===== config.mk =====
export PLATFORM = sky130hd
export DESIGN_NAME = ip_ttl_checksum_update
export DESIGN_NICKNAME = d
export VERILOG_FILES = /design/src/rtl/ip_ttl_checksum_update.sv
export SDC_FILE = /design/constraint.sdc
export NUM_CORES = 2
export LEC_CHECK = 0
export ABC_AREA = 1
export BUFFER_PORTS_ARGS = -buffer_cell sky130_fd_sc_hd__buf_2
export CAP_MARGIN = 20
export CORE_AREA = 2 2 378 380
export CTS_CLUSTER_DIAMETER = 50
export CTS_CLUSTER_SIZE = 20
export DETAILED_ROUTE_END_ITERATION = 12
export DIE_AREA = 0 0 380 382
export GPL_ROUTABILITY_DRIVEN = 1
export SYNTH_ARGS = -nofsm -noshare
export SYNTH_HDL_FRONTEND = slang
export SYNTH_SLANG_ARGS = --single-unit

===== constraint.sdc =====
create_clock -name AXI_ACLK -period 11.7 [get_ports AXI_ACLK]
set_input_delay 1.755 -clock AXI_ACLK [delete_from_list [all_inputs] [get_ports AXI_ACLK]]
set_output_delay 1.755 -clock AXI_ACLK [all_outputs]
set_load 0.05 [all_outputs]

===== src/rtl/ip_ttl_checksum_update.sv =====
`default_nettype none
// +----------------------------------------------------------------------------+
// | ip_ttl_checksum_update: AXI-Stream IPv4 TTL decrement and checksum rewrite |
// | Revision 1.0                                                               |
// +----------------------------------------------------------------------------+
module ip_ttl_checksum_update #(
  parameter int C_M_AXIS_DATA_WIDTH  = 256,
  parameter int C_S_AXIS_DATA_WIDTH  = 256,
  parameter int C_M_AXIS_TUSER_WIDTH = 128,
  parameter int C_S_AXIS_TUSER_WIDTH = 128
) (
  input  logic                              AXI_ACLK,
  input  logic                              AXI_RESETN,
  input  logic [C_S_AXIS_DATA_WIDTH-1:0]    S_AXIS_TDATA,
  input  logic [C_S_AXIS_DATA_WIDTH/8-1:0]  S_AXIS_TSTRB,
  input  logic [C_S_AXIS_TUSER_WIDTH-1:0]   S_AXIS_TUSER,
  input  logic                              S_AXIS_TVALID,
  output logic                              S_AXIS_TREADY,
  input  logic                              S_AXIS_TLAST,
  output logic [C_M_AXIS_DATA_WIDTH-1:0]    M_AXIS_TDATA,
  output logic [C_M_AXIS_DATA_WIDTH/8-1:0]  M_AXIS_TSTRB,
  output logic [C_M_AXIS_TUSER_WIDTH-1:0]   M_AXIS_TUSER,
  output logic                              M_AXIS_TVALID,
  input  logic                              M_AXIS_TREADY,
  output logic                              M_AXIS_TLAST,
  input  logic [31:0]                       counter_reset,
  output logic [31:0]                       modified_count,
  output logic [31:0]                       ttl_expired_count,
  output logic [31:0]                       bad_csum_count
);

  localparam logic [15:0] ETH_IPV4      = 16'h0800;
  localparam logic [7:0]  VER_IHL_BASIC = 8'h45;

  logic                              first_beat;
  logic                              a_valid;
  logic                              a_first;
  logic                              a_last;
  logic [C_S_AXIS_DATA_WIDTH-1:0]    a_data;
  logic [C_S_AXIS_DATA_WIDTH/8-1:0]  a_strb;
  logic [C_S_AXIS_TUSER_WIDTH-1:0]   a_user;
  logic                              b_valid;
  logic                              b_last;
  logic [C_M_AXIS_DATA_WIDTH-1:0]    b_data;
  logic [C_M_AXIS_DATA_WIDTH/8-1:0]  b_strb;
  logic [C_M_AXIS_TUSER_WIDTH-1:0]   b_user;

  logic                              hold_beat0;
  logic                              a_adv;
  logic                              s_ready;
  logic                              s_acc;
  logic [7:0]                        ttl_dec;
  logic [19:0]                       rx_sum;
  logic [19:0]                       tx_sum;
  logic                              qualify;
  logic                              csum_ok;
  logic                              ttl_ok;
  logic                              rewrite;
  logic [C_M_AXIS_DATA_WIDTH-1:0]    out_data;

  function automatic logic [15:0] fold_sum(input logic [19:0] s);
    logic [16:0] t;
    t = {1'b0, s[15:0]} + {13'd0, s[19:16]};
    return t[15:0] + {15'd0, t[16]};
  endfunction

  // Beat 0 of a multi-beat packet waits in A until beat 1 is on the input,
  // since the last header word lives in beat 1.
  always_comb begin
    hold_beat0 = a_valid & a_first & ~a_last & ~S_AXIS_TVALID;
    a_adv      = a_valid & (~b_valid | M_AXIS_TREADY) & ~hold_beat0;
    s_ready    = ~a_valid | a_adv;
    s_acc      = S_AXIS_TVALID & s_ready;
  end

  always_comb begin
    ttl_dec = a_data[79:72] - 8'd1;
    rx_sum  = {4'd0, S_AXIS_TDATA[255:240]};
    tx_sum  = {4'd0, S_AXIS_TDATA[255:240]};
    for (int i = 0; i < 9; i++) begin
      rx_sum = rx_sum + {4'd0, a_data[143-16*i -: 16]};
      if (i == 4) begin
        tx_sum = tx_sum + {4'd0, ttl_dec, a_data[71:64]};
      end else if (i != 5) begin
        tx_sum = tx_sum + {4'd0, a_data[143-16*i -: 16]};
      end
    end
    qualify  = a_first & ~a_last & (a_data[159:144] == ETH_IPV4) &
               (a_data[143:136] == VER_IHL_BASIC);
    csum_ok  = (fold_sum(rx_sum) == 16'hFFFF);
    ttl_ok   = (a_data[79:72] >= 8'd2);
    rewrite  = qualify & csum_ok & ttl_ok;
    out_data = a_data;
    if (rewrite) begin
      out_data[79:72] = ttl_dec;
      out_data[63:48] = ~fold_sum(tx_sum);
    end
  end

  always_ff @(posedge AXI_ACLK or negedge AXI_RESETN) begin
    if (!AXI_RESETN) begin
      first_beat <= 1'b1;
      a_valid    <= 1'b0;
      a_first    <= 1'b0;
      a_last     <= 1'b0;
      a_data     <= '0;
      a_strb     <= '0;
      a_user     <= '0;
      b_valid    <= 1'b0;
      b_last     <= 1'b0;
      b_data     <= '0;
      b_strb     <= '0;
      b_user     <= '0;
    end else begin
      if (s_acc) begin
        a_valid    <= 1'b1;
        a_first    <= first_beat;
        a_last     <= S_AXIS_TLAST;
        a_data     <= S_AXIS_TDATA;
        a_strb     <= S_AXIS_TSTRB;
        a_user     <= S_AXIS_TUSER;
        first_beat <= S_AXIS_TLAST;
      end else if (a_adv) begin
        a_valid <= 1'b0;
      end

      if (a_adv) begin
        b_valid <= 1'b1;
        b_last  <= a_last;
        b_data  <= out_data;
        b_strb  <= a_strb;
        b_user  <= a_user;
      end else if (M_AXIS_TREADY) begin
        b_valid <= 1'b0;
      end
    end
  end

  // A clear request wins over an increment landing in the same cycle.
  always_ff @(posedge AXI_ACLK or negedge AXI_RESETN) begin
    if (!AXI_RESETN) begin
      modified_count    <= 32'd0;
      ttl_expired_count <= 32'd0;
      bad_csum_count    <= 32'd0;
    end else if (counter_reset == 32'd1) begin
      modified_count    <= 32'd0;
      ttl_expired_count <= 32'd0;
      bad_csum_count    <= 32'd0;
    end else if (a_adv && qualify) begin
      if (!csum_ok) begin
        bad_csum_count <= bad_csum_count + 32'd1;
      end else if (!ttl_ok) begin
        ttl_expired_count <= ttl_expired_count + 32'd1;
      end else begin
        modified_count <= modified_count + 32'd1;
      end
    end
  end

  assign S_AXIS_TREADY = s_ready;
  assign M_AXIS_TVALID = b_valid;
  assign M_AXIS_TLAST  = b_last;
  assign M_AXIS_TDATA  = b_data;
  assign M_AXIS_TSTRB  = b_strb;
  assign M_AXIS_TUSER  = b_user;

endmodule
`default_nettype wire


==> impl_results.md <==
* Mapped Nets at 5993
* FMAX at 86.8 MHz
* 1st-pass router iterations at 7
* Largest fanout on the critical path at 6
* Fin nets at between 7000 and 8000
* Gr busiest metal: met2
* WP data arrival at approximately 12 ns
* Via count at roughly 39000
* Crit start category: input port
* Warning count from the yosys run at 0
* DP Area at about 53000 µm²
* Synthesized area at roughly 45000 µm²
* Syn avg cell area at 8.50 µm²
* P&R area growth vs syn at 29.3%
* Post-synthesis sequential area ratio at 51.7%
* Clock sink total at 934
* GPL Wtd Cong at 0.906
* Initial antenna violation count at 38
* Final Critical Period at between 10 and 15 ns
* H-tree Lvls at 3
* Num CTS Buffers at 113
* Residual DRC count at 0
* Largest net degree at the start of global routing at 213
* WS Path Type: in2reg
* Root buf cell: clkbuf_16
* # rows at 138
* Fraction of registers with async set/reset at 100%
* CP bufs+invs at 13
* Vias in the first global route at 37800
* Unrepaired setup endpoints after global routing: true
* CTS Hold Bufs at 0
* Full die area at 145000 µm²
* DR iter-0 viols at 2539
* Worst R2R Setup Slack at 0.76 ns
* Worst rel slew slack at 28.2%
* Port bufs at 967
* Tcrit/Tclk final at 98.4%
* CTS clk-pin slew, worst paths at 0.06 ns
* Skew final at 0.0960 ns
* Post-synth top area cell: dfrtp_1
* Drt wl/cell at around 19 µm
* Mapped Cells at 5320
* Die H at 382 µm
* Critical Path Slowest Stage Cell: fa_1
* Hold Path Class: reg2reg
* Primary FF master, synth: dfrtp_1
* CTS Buffer Depth at 3
* Core footprint at around 140000 µm²
* Grt ovf at 0
* Met3 usage at 4.54%
* Die Wd at between 300 and 400 µm
* Total Routed Length at 155000 µm
* Top-area cell type share of the netlist area at 51.6%
* EDFF count, synth at 0
* All-Layer GR Usage at between 20% and 30%
* Hpwl dp at approximately 120000 µm
* Most frequent cell after synthesis: nand2_1
* Layout cell share with drive strength beyond 1 at 23.8%
* Finish-stage setup viols at 0
* Io pins at 968
* Final Max Slew Viols at 0
* Routing usage on met2 at approximately a third
* Antenna Violating Nets Remaining at 0
* Number of vias per cell at about 4.6
* Initial Utilization at 32.1%
* Final Hold Viols at 0
* Crit-path most repeated cell: inv_2
* Setup crit end kind: flop
* Fin area at 58500 µm²
* Slew of the pin with the lowest slew margin at 1.08 ns
* Max cap viols at 0
* Outcome: completed
* Max incr delay on CP at 0.55 ns
* Most frequent cells after synthesis: nand2_1 (1391), dfrtp_1 (933), inv_1 (898)
* Synth Register Bits at between 900 and 1000
* CTS tree: built
* Worst-skew pair later-pin latency at 0.77 ns
* Top cells by area, synth: dfrtp_1 (52%), nand2_1 (12%), o21ai_0 (9.5%)
* Top delay family on crit path: adder cells
* Number of library cell types mapped by synthesis at 45
* GRT met1 Usage at 28.1%
* Worst path required time at 12.33 ns
* First-pass GRT wire length at 232000 µm
==> layout by cell type, fill, tap and decap left out, types with 24 or more instances in the layout <==
cell type,Yosys,final
nand2_1,1391,1358
buf_2,11,963
dfrtp_1,933,933
inv_1,898,872
o21ai_0,857,847
nor2_1,248,225
nand3_1,170,159
buf_4,2,148
fa_1,144,140
clkbuf_16,0,123
nand4_1,106,106
ha_1,76,65
a21oi_1,53,42
nor3_1,43,41
nand2_2,11,37
inv_2,10,34
nor4_1,31,31
xor2_1,32,30
o21ai_1,24,26
nor2_2,9,25
bufinv_16,0,24
==> logic make-up after synthesis <==
logic type / share of synthesized area, %
AND/OR/NAND/NOR: 18.8
buffers and inverters: 9.56
AO/OA/AOI/OAI: 10.8
flip-flops: 51.7
adder cells (fa/ha/maj): 8.48
XOR/XNOR: 0.775
==> per-stage QoR <==
step | setup TNS (ns) | setup slack [ns] | utilization (%) | hold slack [ns] | cells
floorplan | 0 | 0.0115 | - | 0.463 | 5320
global placement | -75.22 | -0.797 | 37.5 | 0.460 | 8103
detailed placement | -91.51 | -0.926 | 37.5 | 0.461 | 8103
CTS | 0 | 0.0382 | 40.7 | 0.478 | 8318
global route | -38.21 | -0.419 | 41.5 | 0.491 | 8367
finish | 0 | 0.183 | 41.5 | 0.468 | 8373
==> tightest hold or removal path, stage by stage, from the launching register on <==
cell and delay [ns]:
dfrtp_1 0.34, nand2_1 0.05, nand2_1 0.05
==> flip-flops by register name (all words and copies together), names as in the netlist <==
| name | flops |
|---|---|
| M_AXIS_TDATA | 256 |
| a_data | 256 |
| M_AXIS_TUSER | 128 |
| a_user | 128 |
| M_AXIS_TSTRB | 32 |
| a_strb | 32 |
| bad_csum_count | 32 |
| modified_count | 32 |
| ttl_expired_count | 32 |
| M_AXIS_TLAST | 1 |
| M_AXIS_TVALID | 1 |
| a_first | 1 |
| a_last | 1 |
| a_valid | 1 |
| first_beat | 1 |
==> final timing paths <==
kind / startpoint / end / cells past startpoint
min in group asynchronous: AXI_RESETN / a_user[11] / 1
max in group asynchronous: AXI_RESETN / a_strb[10] / 3
max: S_AXIS_TDATA[247] / modified_count[20] / 70
min reg2reg: M_AXIS_TDATA[53] / M_AXIS_TDATA[53] / 2
max reg2reg: a_data[82] / modified_count[20] / 69
min: M_AXIS_TDATA[53] / M_AXIS_TDATA[53] / 2
==> cell type report <==
cell class                 count  area [µm²]
antenna                       20        50.0
fill                       14200       82400
sequential                   934       23400
inverter                     910        3430
tap                         1890        2360
timing repair buffer        1148        6670
clock inverter                94        1560
clock buffer                 121        2900
timing repair inverter         1        16.3
multi-input combinational   3255       18100
==> metal layers <==
metal / part of all wire [%] / routed length, µm
met5: 0.13 / 196
met4: 2.8 / 4330
met3: 6.0 / 9350
met2: 46 / 71500
met1: 45 / 69600
==> timing repair <==
action | in CTS | in global routing
gates resized for setup | 5 | 177
pin swaps | 0 | 110
cloned | 0 | 13
endpoints found under the setup margin | 23 | 120
setup buffers | 0 | 22
Power is not shown: default switching activity piles up to over one toggle a cycle in this logic, so the estimate is an artifact.
